`config.mk`:
```
export PLATFORM = sky130hd
export DESIGN_NAME = alu_ctrl_pipe
export DESIGN_NICKNAME = d
export VERILOG_FILES = /design/src/rtl/alu_ctrl_pipe.sv
export SDC_FILE = /design/constraint.sdc
export NUM_CORES = 1
export LEC_CHECK = 0
export CAP_MARGIN = 15
export CORE_AREA = 3 3 40 42
export DETAILED_ROUTE_END_ITERATION = 6
export DIE_AREA = 0 0 43 45
export GPL_ROUTABILITY_DRIVEN = 0
export PLACE_DENSITY = 0.74
export RECOVER_POWER = 25
export SLEW_MARGIN = 20
export SYNTH_ARGS = -nofsm -noshare
export SYNTH_HDL_FRONTEND = slang
export SYNTH_SLANG_ARGS = --single-unit
```
`constraint.sdc`:
```
create_clock -name clk -period 2.4 [get_ports clk]
set_input_delay 0.48 -clock clk [delete_from_list [all_inputs] [get_ports clk]]
set_output_delay 0.48 -clock clk [all_outputs]
set_load 0.03 [all_outputs]
```
`src/rtl/alu_ctrl_pipe.sv`:
```
`default_nettype none
// ============================================================================
// Module   : alu_ctrl_pipe
// Brief    : ALU control for the pipelined RV32 core. Decodes alu_op/funct3/
//            funct7 in ID into a 4-bit ALU select, registers it across the
//            ID/EX boundary and tracks multi-cycle MUL/DIV occupancy.
// Options  : ALU_CTRL_M_EXT_EN - enables M-extension decode and the
//            occupancy down-counter (otherwise busy is tied low).
// Revision : 1.0 - initial release
// ============================================================================
module alu_ctrl_pipe #(
  parameter int MD_LAT = 4,
  parameter int SEL_W  = 4
) (
  input  logic             clk,
  input  logic             rst,
  input  logic             id_valid,
  input  logic [1:0]       alu_op,
  input  logic [2:0]       funct3,
  input  logic [6:0]       funct7,
  input  logic             stall_in,
  input  logic             flush,
  output logic             id_ready,
  output logic             ex_valid,
  output logic [SEL_W-1:0] ex_sel,
  output logic             ex_muldiv,
  output logic             ex_done,
  output logic             ex_illegal,
  output logic             busy
);

  // Select encodings
  localparam logic [SEL_W-1:0] c_SEL_AND  = 4'b0000;
  localparam logic [SEL_W-1:0] c_SEL_OR   = 4'b0001;
  localparam logic [SEL_W-1:0] c_SEL_ADD  = 4'b0010;
  localparam logic [SEL_W-1:0] c_SEL_XOR  = 4'b0011;
  localparam logic [SEL_W-1:0] c_SEL_SLL  = 4'b0100;
  localparam logic [SEL_W-1:0] c_SEL_SRL  = 4'b0101;
  localparam logic [SEL_W-1:0] c_SEL_SUB  = 4'b0110;
  localparam logic [SEL_W-1:0] c_SEL_SRA  = 4'b0111;
  localparam logic [SEL_W-1:0] c_SEL_SLT  = 4'b1000;
  localparam logic [SEL_W-1:0] c_SEL_SLTU = 4'b1001;
`ifdef ALU_CTRL_M_EXT_EN
  localparam logic [SEL_W-1:0] c_SEL_MUL  = 4'b1010;
  localparam logic [SEL_W-1:0] c_SEL_MULH = 4'b1011;
  localparam logic [SEL_W-1:0] c_SEL_DIV  = 4'b1100;
  localparam logic [SEL_W-1:0] c_SEL_DIVU = 4'b1101;
  localparam logic [SEL_W-1:0] c_SEL_REM  = 4'b1110;
  localparam logic [SEL_W-1:0] c_SEL_REMU = 4'b1111;
  localparam logic [6:0]       c_F7_MULDIV = 7'b0000001;
  localparam logic [3:0]       c_MD_LOAD   = 4'(MD_LAT - 1);
`endif

  localparam logic [6:0] c_F7_BASE = 7'b0000000;
  localparam logic [6:0] c_F7_ALT  = 7'b0100000;

  // Elaboration-time parameter sanity
  generate
    if (SEL_W != 4) begin : g_sel_w_bad
      $error("alu_ctrl_pipe: SEL_W must be 4");
    end
    if ((MD_LAT < 1) || (MD_LAT > 15)) begin : g_md_lat_bad
      $error("alu_ctrl_pipe: MD_LAT must be in 1..15");
    end
  endgenerate

  logic [SEL_W-1:0] w_base_sel;
  logic [SEL_W-1:0] w_sel;
  logic             w_illegal;
  logic             w_muldiv;
  logic             w_cnt_zero;
  logic             w_accept;

  logic             r_ex_valid;
  logic [SEL_W-1:0] r_ex_sel;
  logic             r_ex_muldiv;
  logic             r_ex_illegal;

  // Base integer op selected by funct3 (shared by R-type and I-type)
  always_comb begin
    w_base_sel = c_SEL_ADD;
    case (funct3)
      3'b000:  w_base_sel = c_SEL_ADD;
      3'b001:  w_base_sel = c_SEL_SLL;
      3'b010:  w_base_sel = c_SEL_SLT;
      3'b011:  w_base_sel = c_SEL_SLTU;
      3'b100:  w_base_sel = c_SEL_XOR;
      3'b101:  w_base_sel = c_SEL_SRL;
      3'b110:  w_base_sel = c_SEL_OR;
      default: w_base_sel = c_SEL_AND;
    endcase
  end

  // Full decode; illegal encodings fall back to ADD with the illegal flag set
  always_comb begin
    w_sel     = c_SEL_ADD;
    w_illegal = 1'b0;
    w_muldiv  = 1'b0;
    case (alu_op)
      2'b00: w_sel = c_SEL_ADD;
      2'b01: w_sel = c_SEL_SUB;
      2'b10: begin
        if (funct7 == c_F7_BASE) begin
          w_sel = w_base_sel;
        end else if (funct7 == c_F7_ALT) begin
          if (funct3 == 3'b000)      w_sel = c_SEL_SUB;
          else if (funct3 == 3'b101) w_sel = c_SEL_SRA;
          else                       w_illegal = 1'b1;
        end
`ifdef ALU_CTRL_M_EXT_EN
        else if (funct7 == c_F7_MULDIV) begin
          w_muldiv = 1'b1;
          case (funct3)
            3'b000:  w_sel = c_SEL_MUL;
            3'b100:  w_sel = c_SEL_DIV;
            3'b101:  w_sel = c_SEL_DIVU;
            3'b110:  w_sel = c_SEL_REM;
            3'b111:  w_sel = c_SEL_REMU;
            // MULH/MULHSU/MULHU share one select; signedness comes from funct3 downstream
            default: w_sel = c_SEL_MULH;
          endcase
        end
`endif
        else begin
          w_illegal = 1'b1;
        end
      end
      default: begin
        // I-type: funct7 only matters as the shift-type field
        if (funct3 == 3'b001) begin
          if (funct7 == c_F7_BASE) w_sel = c_SEL_SLL;
          else                     w_illegal = 1'b1;
        end else if (funct3 == 3'b101) begin
          if (funct7 == c_F7_BASE)     w_sel = c_SEL_SRL;
          else if (funct7 == c_F7_ALT) w_sel = c_SEL_SRA;
          else                         w_illegal = 1'b1;
        end else begin
          w_sel = w_base_sel;
        end
      end
    endcase
  end

`ifdef ALU_CTRL_M_EXT_EN
  logic [3:0] r_cnt;

  assign w_cnt_zero = (r_cnt == 4'd0);

  // Occupancy counter: loads on MUL/DIV accept, drains unless MEM holds
  always_ff @(posedge clk) begin
    if (rst) begin
      r_cnt <= 4'd0;
    end else if (flush) begin
      r_cnt <= 4'd0;
    end else if (w_accept) begin
      r_cnt <= w_muldiv ? c_MD_LOAD : 4'd0;
    end else if (!w_cnt_zero && !stall_in) begin
      r_cnt <= r_cnt - 4'd1;
    end
  end
`else
  assign w_cnt_zero = 1'b1;
`endif

  assign id_ready = !stall_in && w_cnt_zero;
  assign w_accept = id_valid && id_ready;

  // ID/EX register: flush beats accept; idle-ready cycles insert a bubble
  always_ff @(posedge clk) begin
    if (rst) begin
      r_ex_valid   <= 1'b0;
      r_ex_sel     <= c_SEL_ADD;
      r_ex_muldiv  <= 1'b0;
      r_ex_illegal <= 1'b0;
    end else if (flush) begin
      r_ex_valid   <= 1'b0;
      r_ex_muldiv  <= 1'b0;
      r_ex_illegal <= 1'b0;
    end else if (w_accept) begin
      r_ex_valid   <= 1'b1;
      r_ex_sel     <= w_sel;
      r_ex_muldiv  <= w_muldiv;
      r_ex_illegal <= w_illegal;
    end else if (id_ready) begin
      r_ex_valid   <= 1'b0;
    end
  end

  assign ex_valid   = r_ex_valid;
  assign ex_sel     = r_ex_sel;
  assign ex_muldiv  = r_ex_muldiv;
  assign ex_illegal = r_ex_illegal;
  assign ex_done    = r_ex_valid && w_cnt_zero;
  assign busy       = !w_cnt_zero;

endmodule
`default_nettype wire

```
# --- Word-level counts from Yosys, hierarchy flattened ---
# Cells that the tools add are included.
word_totals:
  word_cells: 45
  in_bits: 17
  out_inout_bits: 10
  reg_bits: 6
classes:
  n_eq_ne: 10
  bitwise_logic: 1
  reduce_logical: 8
  muxes: 23
op_table:
  columns: ["cell", "count"]
  rows:
  - ["4-bit case mux with 7 select lines", 1]
  - ["3-bit 2-to-1 mux", 6]
  - ["4-bit 2-to-1 mux", 3]
  - ["4-bit case mux with 3 select lines", 1]
  - ["1-bit 2-to-1 mux", 11]
  - ["3-bit equality test, second input constant", 3]
  - ["7-bit by 6-bit equality test with 1-bit output, second input constant", 1]
  - ["7-bit logical NOT", 1]
  - ["3-bit by 2-bit equality test with 1-bit output, second input constant", 2]
  - ["2-bit OR reduction", 2]
  - ["3-bit by 1-bit equality test with 1-bit output, second input constant", 1]
  - ["3-bit logical NOT", 1]
  - ["2-bit by 1-bit equality test with 1-bit output, second input constant", 1]
  - ["2-bit equality test, second input constant", 1]
  - ["2-bit logical NOT", 1]
  - ["2-bit by 1-bit inequality test with 1-bit output, second input constant", 1]
  - ["1-bit case mux with 2 select lines", 1]
  - ["2-bit AND reduction", 1]
  - ["1-bit logical AND", 1]
  - ["1-bit logical NOT", 1]
  - ["1-bit NOT", 1]

# --- Depth between registers and ports, before layout ---
logic_depth:
  depth_word: 6
  ltp_mapped: 5
  mapped_depth_nobuf: 4

# --- Worst setup path after synthesis ---
# Ideal clock, no wire load.
synth_path:
  path_type: "input -> register"
  from: "in funct3[2]"
  to: "reg r_ex_sel[2], in the netlist ex_sel[2]"
  arrival_time_ps: 1447
  n_path_buf: 1
  cell_stages: 4
  path_slack_ps: 895
  required_ps: 2342
  setup_ps: 58
  cell_sequence: "buf_6 -> or4_4 -> a211oi_2 -> o21a_1"
synth_between:
  elab_chain_cells: 6
  elab_cells_between_ends: 15
  cone_classes: "6 x eq/ne; 8 x mux; 1 x reduce/logical"
synth_lines:
  columns: ["item", "line_no", "source"]
  rows:
  - ["start, declared", "19", "input logic [2:0] funct3,"]
  - ["3-bit equality test", "82, 107, 133", null]
  - ["3-bit 2-to-1 mux", "107", "else if (funct3 == 3'b101) w_sel = c_SEL_SRA;"]
  - ["3-bit 2-to-1 mux", "106", "if (funct3 == 3'b000) w_sel = c_SEL_SUB;"]
  - ["3-bit 2-to-1 mux", "105", "end else if (funct7 == c_F7_ALT) begin"]
  - ["4-bit 2-to-1 mux", "103", "if (funct7 == c_F7_BASE) begin"]
  - ["4-bit case mux with 3 select lines *", "99", "case (alu_op)"]
  - ["end signal, assigned", "172", "r_ex_sel <= c_SEL_ADD;"]
  - ["end signal, assigned", "181", "r_ex_sel <= w_sel;"]
  - ["end, declared", "75", "logic [SEL_W-1:0] r_ex_sel;"]
# Every way passes the cells marked *; elsewhere a longest branch is shown, timed or not.
# A chain may end at the register's enable or synchronous reset.

# --- Worst setup path in the final report ---
layout_path:
  from: "in stall_in"
  to: "out id_ready"
layout_between:
  elab_chain_cells: 1
layout_lines:
  columns: ["item", "line_no", "source"]
  rows:
  - ["start, declared", "21", "input logic stall_in,"]
  - ["1-bit logical NOT", "165", "assign id_ready = !stall_in && w_cnt_zero;"]
  - ["end, declared", "23", "output logic id_ready,"]
# Every way passes these cells.

==> flow_summary.json <==
{
  "num_io_pins": 27,
  "drt_iter0_drc": 4,
  "via_per_inst": 5.22,
  "finClkSkew_ns": 0,
  "powerDensity_nw_per_um2": 398,
  "grt_overflow": 0,
  "dr.pass1.iters": 4,
  "layout_common_cells": "clkdlybuf4s50_1, nor2_1, dfxtp_1",
  "cts_resized": 0,
  "synth_cell_type_count": 27,
  "reg2reg_from": "ex_sel[2]$_SDFFE_PP0P_",
  "finalMaxSlewViolations": 0,
  "rsz0062_at_grt": "no",
  "antenna_found_initial": 0,
  "ys.flop_type": "dfxtp_1",
  "path_buf_inv": 3,
  "syn_to_final_growth_pct": 57.2,
  "rr_worst_depth": 3,
  "synth_seq_area_share_pct": 26.2,
  "syn_area_per_cell_um2": 7.65,
  "cts_sinks": 6,
  "cts_max_level": 1,
  "vias": 527,
  "finalHoldViolCount": 0,
  "p_total_uw": 288,
  "use_met3_pct": 3.59,
  "drc": 0,
  "max_freq_mhz": 462,
  "cp-startpoint": "stall_in",
  "syn-cell-area_um2": 459,
  "post-dp-hpwl_um": 891,
  "slowest_stage": "clkdlybuf4s50_1",
  "grt_pass1_vias": 470,
  "synth_warnings": 0,
  "met2_usage_pct": 20.7,
  "hold_depth": 2,
  "cpMostUsedCell": "clkdlybuf4s50_1",
  "row_count": 13,
  "start_util_pct": 35.7,
  "worstSetupPathType": "in -> out",
  "cts_buffer_depth": 2,
  "final_antenna_net_count": 0,
  "cts_tree": "done",
  "final_common_cell": "clkdlybuf4s50_1",
  "grt.busiest_layer": "met2",
  "crit_fanout": 4,
  "grt_usage_pct": 12.8,
  "fin_crit_ns": 2.17,
  "layout-drive-gt1-share_pct": 12.8,
  "path_delay_family": "buffers and inverters",
  "wl_per_cell_um": 11.2,
  "n_antenna_cell": 0,
  "p_leak_nw": 0.267,
  "cp-start-kind": "primary input",
  "path_cells": "clkdlybuf4s50_1 > inv_1 > clkdlybuf4s50_1",
  "die_x_um": 43,
  "numCtsBuffers": 3,
  "die_y_um": 45,
  "die_area_um2": 1940,
  "io_buffers": 24,
  "ir_worst_vdd_uv": 175,
  "final-setup-viol-count": 0,
  "synth-seq-cells": 6,
  "insertion_delay_ns": 0.25,
  "status": "complete, no violations",
  "async_reset_ff_share_pct": 0,
  "reg2reg_slack_ns": 1.74,
  "cp.arrival_ns": 1.69,
  "endpoint_kind": "output pin",
  "grt_pass1_wl_um": 1860,
  "post_cts_buffers": 0,
  "crit_cells": 3,
  "use_met1_pct": 15.5,
  "clkTransAtPathRegs_ns": 0.04,
  "hold_class": "reg -> reg",
  "cp.required_ns": 1.92,
  "grt_max_degree": 10,
  "fp.coreArea_um2": 1280,
  "fin_setup_tns_ns": 0,
  "root_buffer": "clkbuf_4",
  "drv_cap": 0,
  "crit_path_end": "id_ready",
  "syn_inst": 60,
  "wirelength_um": 1130,
  "synth_edf_count": 0,
  "slowest_delay_ns": 0.66,
  "finalCritPeriodShare_pct": 90.2,
  "cts-hold-fix-buffers": 0,
  "fin_nets": 105,
  "reg2reg_to": "ex_sel[2]$_SDFFE_PP0P_"
}
## cells in the mapped netlist, drive strengths merged (2+ instances only)
| library cell | instances | area [um^2] |
|---|---|---|
| o41ai | 2 | 17.5 |
| buf | 5 | 45.0 |
| nor2 | 6 | 22.5 |
| inv | 5 | 18.8 |
| a21oi | 3 | 15.0 |
| nor2b | 2 | 12.5 |
| a31oi | 2 | 12.5 |
| xor2 | 2 | 17.5 |
| o21ai | 4 | 20.0 |
| nand2 | 6 | 25.0 |
| nand3 | 4 | 20.0 |
| a211oi | 2 | 20.0 |
| dfxtp | 6 | 120 |
## cells by family after synthesis
| logic type | synth area share [%] |
|---|---|
| other cells | 0.817 |
| flops | 26.2 |
| buf+inv | 13.9 |
| xor+xnor | 3.82 |
| simple gates | 27.8 |
| compound gates | 27.5 |
## layer usage
| metal | wire (um) | vias to the layer above |
|---|---|---|
| met4 | 27 | 0 |
| li1 | - | 264 |
| met2 | 468 | 35 |
| met3 | 160 | 3 |
| met5 | 0 | - |
| met1 | 473 | 225 |
## metrics by stage
| step | util, % | instances | area (um^2) | hold slack (ns) | setup WS, ns |
|---|---|---|---|---|---|
| after CTS | 56.2 | 101 | 722 | 0.453 | 0.232 |
| final | 56.2 | 101 | 722 | 0.448 | 0.235 |
| after detailed placement | 54.4 | 98 | 699 | 0.442 | 0.227 |
| after global placement | 54.4 | 98 | 699 | 0.446 | 0.249 |
| after floorplan | - | 61 | 463 | 0.557 | 0.895 |
| after global routing | 56.2 | 101 | 722 | 0.490 | 0.196 |
## worst min-delay path by stage
stage	from	slack, ns	to
5_1_grt	ex_sel[3]$_SDFFE_PP0P_	0.49	ex_sel[3]$_SDFFE_PP0P_
4_1_cts	ex_sel[3]$_SDFFE_PP0P_	0.45	ex_sel[3]$_SDFFE_PP0P_
3_3_place_gp	ex_sel[3]$_SDFFE_PP0P_	0.45	ex_sel[3]$_SDFFE_PP0P_
6_report	ex_sel[3]$_SDFFE_PP0P_	0.45	ex_sel[3]$_SDFFE_PP0P_
2_1_floorplan	rst	0.56	ex_done$_SDFFE_PP0P_
3_5_place_dp	ex_sel[3]$_SDFFE_PP0P_	0.44	ex_sel[3]$_SDFFE_PP0P_
## sequential cells by signal, summed over array words and instances (netlist names)
| name | count |
|---|---|
| ex_sel | 4 |
| ex_done | 1 |
| ex_illegal | 1 |
## worst reg2reg max path: stages (launching register included)
cell,delay [ns]
dfxtp_1,0.30
nor2_1,0.09
nor2_1,0.05
o21a_1,0.11
## power by group
| part | switching (mW) | internal [mW] |
|---|---|---|
| logic | 0.0443 | 0.0449 |
| registers | 0.00140 | 0.103 |
| clock network | 0.0375 | 0.0566 |
| total | 0.0832 | 0.204 |
## area by class of cell
class / count / area [um^2]
Clock buffer: 3 / 22.5
Fill cell: 126 / 563
Inverter: 5 / 18.8
Multi-Input combinational cell: 45 / 279
Sequential cell: 6 / 120
Tap cell: 15 / 18.8
Timing Repair Buffer: 27 / 263
No activity file was read; power rests on OpenSTA's default activity.
